<file path="config.mk">
export PLATFORM = sky130hd
export DESIGN_NAME = dac_play_sequencer
export DESIGN_NICKNAME = d
export VERILOG_FILES = /design/src/rtl/dac_play_sequencer.sv
export SDC_FILE = /design/constraint.sdc
export NUM_CORES = 1
export LEC_CHECK = 0
export BUFFER_PORTS_ARGS = -buffer_cell sky130_fd_sc_hd__buf_2
export CAP_MARGIN = 15
export CORE_MARGIN = 10
export CORE_UTILIZATION = 45
export CTS_BUF_LIST = sky130_fd_sc_hd__clkbuf_16
export DETAILED_ROUTE_END_ITERATION = 6
export PLACE_DENSITY = 0.67
export SYNTH_ARGS = -nofsm -noshare
export SYNTH_HDL_FRONTEND = slang
export SYNTH_SLANG_ARGS = --single-unit
export TNS_END_PERCENT = 10
</file>
<file path="constraint.sdc">
create_clock -name clk -period 5.09 [get_ports clk]
set_input_delay 0.2545 -clock clk [delete_from_list [all_inputs] [get_ports clk]]
set_output_delay 0.2545 -clock clk [all_outputs]
set_load 0.02 [all_outputs]
</file>
<file path="src/rtl/dac_play_sequencer.sv">
// Multi-channel DAC playback sequencer: fires per-channel triggers at programmed offsets inside a repeating period.
// Optional build macro SEQ_EXT_TRIG_EN: every period waits for a synchronized rising edge on ext_trig.
module dac_play_sequencer #(
  parameter  int N_CH  = 8,
  parameter  int OFS_W = 16,
  localparam int AW    = (N_CH > 1) ? $clog2(N_CH) : 1
) (
  input  logic             clk,
  input  logic             rst,
  input  logic             cfg_wr,
  input  logic [AW-1:0]    cfg_addr,
  input  logic [OFS_W-1:0] cfg_data,
  input  logic [N_CH-1:0]  ch_mask,
  input  logic [31:0]      period,
  input  logic [15:0]      repeat_count,
  input  logic             start,
  input  logic             abort,
  input  logic [N_CH-1:0]  ch_ready,
`ifdef SEQ_EXT_TRIG_EN
  input  logic             ext_trig,
`endif
  output logic [N_CH-1:0]  trigger_out,
  output logic [N_CH-1:0]  select_out,
  output logic             busy,
  output logic             done,
  output logic [15:0]      rep_cnt
);

  localparam int CMPW = (OFS_W > 32) ? OFS_W : 32;

  typedef enum logic [1:0] {IDLE, ARM, RUN, DONE} state_e;

  state_e            state_q, state_d;
  logic [31:0]       cnt_q, cnt_d;
  logic [31:0]       perM1_q, perM1_d;
  logic [15:0]       repCnt_q, repCnt_d;
  logic [15:0]       rptNum_q, rptNum_d;
  logic [15:0]       repInc;
  logic [N_CH-1:0]   mask_q, mask_d;
  logic [N_CH-1:0]   trig_q, trig_d;
  logic [N_CH-1:0]   sel_q, sel_d;
  logic              busy_q, done_q, done_d;
  logic              wrap, finalRep;
  logic              waitTrig_q;
  logic [OFS_W-1:0]  offset_q [N_CH];
  logic [OFS_W-1:0]  offAct_q [N_CH];

`ifdef SEQ_EXT_TRIG_EN
  logic [2:0] extSync_q;
  logic       trigEdge;
  logic       waitTrig_d;

  assign trigEdge = extSync_q[1] & ~extSync_q[2];

  // Each period parks in WAIT_TRIG with cnt held at 0; edges seen while counting are dropped.
  always_comb begin
    waitTrig_d = waitTrig_q;
    if (state_q == ARM) begin
      waitTrig_d = 1'b1;
    end else if (state_q == RUN) begin
      if (waitTrig_q && trigEdge) waitTrig_d = 1'b0;
      else if (wrap)              waitTrig_d = 1'b1;
    end
  end

  always_ff @(posedge clk or negedge rst) begin
    if (!rst) begin
      extSync_q  <= '0;
      waitTrig_q <= 1'b0;
    end else begin
      extSync_q  <= {extSync_q[1:0], ext_trig};
      waitTrig_q <= waitTrig_d;
    end
  end
`else
  assign waitTrig_q = 1'b0;
`endif

  assign repInc = repCnt_q + 16'd1;
  assign wrap   = (state_q == RUN) && !waitTrig_q && (cnt_q == perM1_q);

  always_comb begin
    state_d  = state_q;
    cnt_d    = cnt_q;
    repCnt_d = repCnt_q;
    mask_d   = mask_q;
    perM1_d  = perM1_q;
    rptNum_d = rptNum_q;
    done_d   = 1'b0;
    case (state_q)
      IDLE: begin
        if (start && !abort) begin
          mask_d   = ch_mask;
          perM1_d  = (period == 32'd0) ? 32'd0 : period - 32'd1;
          rptNum_d = repeat_count;
          if (ch_mask != '0) begin
            state_d  = ARM;
            repCnt_d = '0;
          end else begin
            done_d = 1'b1;
          end
        end
      end
      ARM: begin
        if (abort) begin
          state_d = IDLE;
        end else if ((ch_ready & mask_q) == mask_q) begin
          state_d = RUN;
          cnt_d   = '0;
        end
      end
      RUN: begin
        if (abort) begin
          state_d = IDLE;
        end else if (wrap) begin
          cnt_d    = '0;
          repCnt_d = repInc;
          if (rptNum_q != '0 && repInc == rptNum_q) state_d = DONE;
        end else if (!waitTrig_q) begin
          cnt_d = cnt_q + 32'd1;
        end
      end
      DONE:    state_d = IDLE;
      default: state_d = IDLE;
    endcase
    if (state_d == DONE) done_d = 1'b1;
    // Loopback is dropped for the last repetition so the FIFOs drain instead of recirculating.
    finalRep = (rptNum_d != '0) && (repCnt_d == rptNum_d - 16'd1);
    sel_d    = '0;
    if (state_d == ARM || (state_d == RUN && !finalRep)) sel_d = mask_d;
  end

  always_comb begin
    trig_d = '0;
    for (int i = 0; i < N_CH; i++) begin
      trig_d[i] = (state_q == RUN) && !waitTrig_q && !abort && mask_q[i] &&
                  (CMPW'(offAct_q[i]) == CMPW'(cnt_q));
    end
  end

  always_ff @(posedge clk or negedge rst) begin
    if (!rst) begin
      state_q  <= IDLE;
      cnt_q    <= '0;
      perM1_q  <= '0;
      repCnt_q <= '0;
      rptNum_q <= '0;
      mask_q   <= '0;
      trig_q   <= '0;
      sel_q    <= '0;
      busy_q   <= 1'b0;
      done_q   <= 1'b0;
    end else begin
      state_q  <= state_d;
      cnt_q    <= cnt_d;
      perM1_q  <= perM1_d;
      repCnt_q <= repCnt_d;
      rptNum_q <= rptNum_d;
      mask_q   <= mask_d;
      trig_q   <= trig_d;
      sel_q    <= sel_d;
      busy_q   <= (state_d != IDLE);
      done_q   <= done_d;
    end
  end

  // Offsets written mid-run only reach the active copy at a period boundary.
  always_ff @(posedge clk or negedge rst) begin
    if (!rst) begin
      for (int i = 0; i < N_CH; i++) begin
        offset_q[i] <= '0;
        offAct_q[i] <= '0;
      end
    end else begin
      if (cfg_wr) offset_q[cfg_addr] <= cfg_data;
      if (state_q != RUN || wrap) begin
        for (int i = 0; i < N_CH; i++) offAct_q[i] <= offset_q[i];
      end
    end
  end

  assign trigger_out = trig_q;
  assign select_out  = sel_q;
  assign busy        = busy_q;
  assign done        = done_q;
  assign rep_cnt     = repCnt_q;

endmodule

</file>
Yosys cells after proc, flatten, opt, wreduce, memory -nomap -nowiden

Cells that the tools add are included.

Register bits after elaboration: 380
Input bits: 88
Output and inout port bits: 34
Word-level logic and storage cells: 123

$add $sub $neg: 4
Order comparisons: 2
Equal/unequal tests: 22
Muxes and demuxes: 31
Bitwise gates (word level): 2
Reductions and logical operators: 36

Operator list:

| operator                                           | number |
|---|---|
| equality test 16 x 32 -> 1 bit                     | 8 |
| two-way mux 32 bit                                 | 5 |
| bitwise mux 128 bit                                | 1 |
| two-way mux 16 bit                                 | 7 |
| one-hot mux 32 bit (2 select lines)                | 1 |
| demux 16 bit (select 3 bit)                        | 1 |
| adder 32 x 1 -> 32 bit, second input constant      | 1 |
| equality test 16 bit                               | 2 |
| equality test 32 bit                               | 1 |
| zero test 32 bit                                   | 1 |
| one-hot mux 16 bit (2 select lines)                | 1 |
| nonzero test 16 bit                                | 2 |
| subtractor 32 x 1 -> 32 bit, second input constant | 1 |
| two-way mux 8 bit                                  | 3 |
| logical AND 1 bit                                  | 23 |
| adder 16 x 1 -> 16 bit, second input constant      | 1 |
| subtractor 16 x 1 -> 16 bit, second input constant | 1 |
| two-way mux 2 bit                                  | 7 |
| AND 8 bit                                          | 1 |
| equality test 2 bit, second input constant         | 4 |
| equality test 8 bit                                | 1 |
| inequality test 2 bit, second input constant       | 4 |
| one-hot mux 2 bit (4 select lines)                 | 1 |
| nonzero test 8 bit                                 | 1 |
| 11 further kinds                                   | 18 |

Depth between registers and ports, before layout

Word-level depth: 11
Gate-level depth with buffers: 19

Least setup slack after synthesis

Ideal clock, no wire load.

Path type: register to register
From: register state_q[1]
To: register sel_q[0] (netlist: select_out[0])
Setup time: 0.139 ns
Arrival: 4.138 ns
Data required time: 4.951 ns
Slack: 0.813 ns
Cell stages (with the launch flop): 19
Buffers on the path: 4
Period minus slack after synthesis: 4.277 ns
Cell sequence: dfrtp_1 -> buf_6 -> nor4b_4 -> clkbuf_1 -> clkbuf_1 -> buf_1 -> nand2_1 -> and2_1 -> ha_1 -> nor3b_1 -> xnor2_1 -> mux2i_1 -> a22oi_1 -> a21oi_1 -> or3_1 -> a221oi_1 -> nand4_1 -> nor4_4 -> nor3b_1

Cells in the longest elaborated chain, start to end: 11

RTL lines:

| what                                                                 | line | RTL |
|---|---|---|
| start: declaration                                                   | 33   | `state_e state_q, state_d;` |
| start signal: assignment                                             | 154  | `state_q <= state_d;` |
| branches (longest 10 deep; another with subtractor 16 x 1 -> 16 bit) | n/a  |  |
| two-way mux 8 bit (*)                                                | 130  | `if (state_d == ARM \|\| (state_d == RUN && !finalRep)) sel_d = mask_d;` |
| named net sel_d[0]                                                   | 41   | `logic [N_CH-1:0] sel_q, sel_d;` |
| end signal: assignment                                               | 161  | `sel_q <= sel_d;` |
| end: declaration                                                     | 41   |  |

Mark *: on every way through the listed nets, which the timed path passes.
A chain may end at the register's enable or synchronous reset.

Worst setup path after layout

From: register cnt_q[15]
To: register sel_q[0] (netlist: select_out[0])

Cells in the longest elaborated chain, start to end: 11

RTL lines:

| what                                | line | RTL |
|---|---|---|
| start: declaration                  | 34   | `logic [31:0] cnt_q, cnt_d;` |
| start signal: assignment            | 155  | `cnt_q <= cnt_d;` |
| equality test 32 bit (*)            | 80   | `assign wrap = (state_q == RUN) && !waitTrig_q && (cnt_q == perM1_q);` |
| logical AND 1 bit (*)               | 80   |  |
| two-way mux 16 bit                  | 115  | `end else if (wrap) begin` |
| two-way mux 16 bit                  | 113  | `if (abort) begin` |
| one-hot mux 16 bit (2 select lines) | 90   | `case (state_q)` |
| equality test 16 bit                | 128  | `finalRep = (rptNum_d != '0) && (repCnt_d == rptNum_d - 16'd1);` |
| logical AND 1 bit                   | 128  |  |
| zero test 1 bit                     | 130  |  |
| logical AND 1 bit                   | 130  |  |
| logical OR 1 bit (*)                | 130  |  |
| two-way mux 8 bit (*)               | 130  |  |
| named net sel_d[0]                  | 41   |  |

The timed path passes the listed nets; every way through them passes the cells marked *.

==> results.json <==
{
  "outcome": "finished, final reports clean",
  "synth-edff-count": 0,
  "worst_pin_slew_ns": 1.064,
  "io_pins": 122,
  "grt_pass1_vias": 13180,
  "hold_path.class": "in -> reg",
  "synthFlopType": "dfrtp_1",
  "synth_top_cell_area_share": 0.5208,
  "async_flop_share": 1.000,
  "yosysSeqAreaShare": 0.5208,
  "io_buffers": 121,
  "die_area_um2": 49030,
  "hold_path_end": "rptNum_q[13]",
  "vias_per_cell": 5.562,
  "antenna_left": 0,
  "path_buf_inv": 0,
  "route.detailed.drc": 0,
  "htreeDepth": 2,
  "clk-insertion-delay-late_ns": 0.54,
  "whs_ns": 0.03211,
  "rsz0062_at_grt": "false",
  "coreArea_um2": 39910,
  "min_period_over_period": 0.8627,
  "cp-start-kind": "flip-flop",
  "synth.distinct_cells": 61,
  "dp_hpwl_um": 34840,
  "num-nets-final": 1817,
  "fin_crit_ns": 4.391,
  "yosysTopAreaCell": "dfrtp_1",
  "synth.yosys.warnings": 0,
  "startpoint": "cnt_q[15]",
  "slew_violations": 0,
  "wl_met3_um": 2607,
  "met2_length_um": 23810,
  "cellLeakagePower_nw": 9.606,
  "r2r_start": "cnt_q[15]",
  "syn_inst": 1583,
  "hp-start": "repeat_count[13]",
  "wl_met1_um": 22520,
  "gp_congestion": 0.8733,
  "area_growth_pct": 15.05,
  "row_count": 73,
  "grt_pass1_wl_um": 78130,
  "ys_top_cells_by_count": "dfrtp_1, mux2_2, xor2_1",
  "ys_top_cells_by_area": "dfrtp_1, mux2_2, xor2_1, nand2_1, xnor2_1",
  "p_per_area_nw_per_um2": 427.7,
  "crit_path_max_fanout": 13,
  "clk_pin_slew_ns": 0.06,
  "layoutNonFillerInstCount": 2280,
  "clock.fmax_ghz": 0.2277,
  "ir_worst_vdd_v": 0.0003178,
  "wl_per_cell_um": 21.85,
  "whs_path_depth": 3,
  "first_pass_iters": 6,
  "grt_usage": 0.1986,
  "r2r_slack_ns": 0.70,
  "ys_ff_latch": 380,
  "slowest_stage": "dfrtp_1",
  "antenna_found_initial": 2,
  "clk_path_buf_depth": 3,
  "r2r_end": "select_out[0]",
  "hold_viol_final": 0,
  "cp-end-kind": "flip-flop",
  "cts_tree": "built",
  "synth_area_um2": 18260,
  "critPathArrivalTime_ns": 4.78,
  "antenna_cells": 0,
  "cpMostUsedCell": "nand4_1",
  "die_h_um": 221.4,
  "topRoutingLayerUsed": "met5",
  "setup_violations": 0,
  "start_util": 0.4574,
  "syn_avg_cell_area_um2": 11.53,
  "synth_most_common_cell": "dfrtp_1",
  "cts_buffers": 42,
  "crit_chain": "xor2_1, nor4_1, nand4_1, nor3_2, nand2_1, mux2_2, a221oi_1, nand4_1, nor4_4, nor3b_1",
  "max_slew_margin": 0.2905,
  "required_ns": 5.48,
  "grt_overflow": 0,
  "wl_um": 49820,
  "cts_root_buf": "clkbuf_16",
  "cts_setup_buffers": 0,
  "drtIter0Drc": 878,
  "cap_violations": 0,
  "skew_ns": 0.01166,
  "reg2reg_depth": 10,
  "drive_gt1_frac": 0.2786,
  "fp.dieW_um": 221.4,
  "critical_path_class": "reg -> reg",
  "grt_max_degree": 137,
  "synth_nets": 1676,
  "cts_sinks": 380,
  "postCtsResizedCells": 0,
  "cp_num_cells": 10,
  "placed_cells": 2191,
  "routed-via-count": 12680,
  "fin_util": 0.5263,
  "cp_slowest_stage_delay_ns": 0.76,
  "critPathTopFamily": "simple AND/OR/NAND/NOR gates",
  "cts-hold-fix-buffers": 14,
  "setup_tns_ns": 0
}
power by group:
| part | switching (mW) | total [mW] | internal (mW) |
|---|---|---|---|
| Sequential | 0.500 | 4.18 | 3.68 |
| Combinational | 0.944 | 1.84 | 0.900 |
| Clock | 1.22 | 2.96 | 1.73 |
layout by cell type, fill, tap and decap left out, types with 43 or more instances in the layout:
| master | instances |
|---|---|
| nor2_1 | 60 |
| clkbuf_16 | 43 |
| nor4_1 | 63 |
| mux2_2 | 258 |
| xnor2_1 | 66 |
| xor2_1 | 189 |
| buf_2 | 120 |
| nand2_1 | 168 |
| dfrtp_1 | 380 |
| o21ai_0 | 57 |
cells by family after synthesis:
group,Yosys count,share of synthesized area
AND/OR/NAND/NOR,477,0.1317
flip-flops,380,0.5208
multiplexers,270,0.1657
adder cells (fa/ha/maj),5,0.003426
buffers and inverters,85,0.01898
XOR/XNOR,255,0.1223
AO/OA/AOI/OAI,111,0.03707
flip-flops by register name, indices dropped and copies added, names as in the netlist:
name	cells
cnt_q	32
rptNum_q	16
offset_q	128
offAct_q	128
select_out	8
state_q	2
trigger_out	8
perM1_q	32
busy	1
rep_cnt	16
done	1
mask_q	8
per-stage QoR:
step                area, um2  worst slack (ns)  power (mW)
floorplan               18260            0.8133       5.380
global placement        19540            0.9609       5.997
detailed placement      19540            0.8283       6.061
CTS                     21010            0.7977       9.041
global route            21010            0.4970       9.428
finish                  21010            0.6988       8.983
layout make-up:
type / instances / area, um2
Fill cell: 3482 / 18910
Sequential cell: 380 / 9509
Multi-Input combinational cell: 1118 / 8426
Clock buffer: 43 / 1076
Timing Repair Buffer: 169 / 1036
Tap cell: 525 / 656.9
Clock inverter: 32 / 254.0
Inverter: 13 / 48.80
metal layers:
layer | global-route usage | vias up
met3 | 0.03111 | 59
met1 | 0.2713 | 6485
li1 | - | 5809
met5 | 0 | -
met4 | 0.04439 | 2
met2 | 0.3260 | 326
worst reg2reg max path: cells and delay by family (launching register included):
kind            cells  cell delay, ns
simple gates        7            2.71
compound gates      1            0.35
mux                 1            0.30
xor+xnor            1            0.14
flops               1            0.76
worst max path at each step:
stage,to
after floorplan,select_out[0]
after global placement,select_out[7]
after detailed placement,select_out[4]
after CTS,select_out[4]
after global routing,select_out[0]
final,select_out[0]
Power figures use the tool's default switching activity.
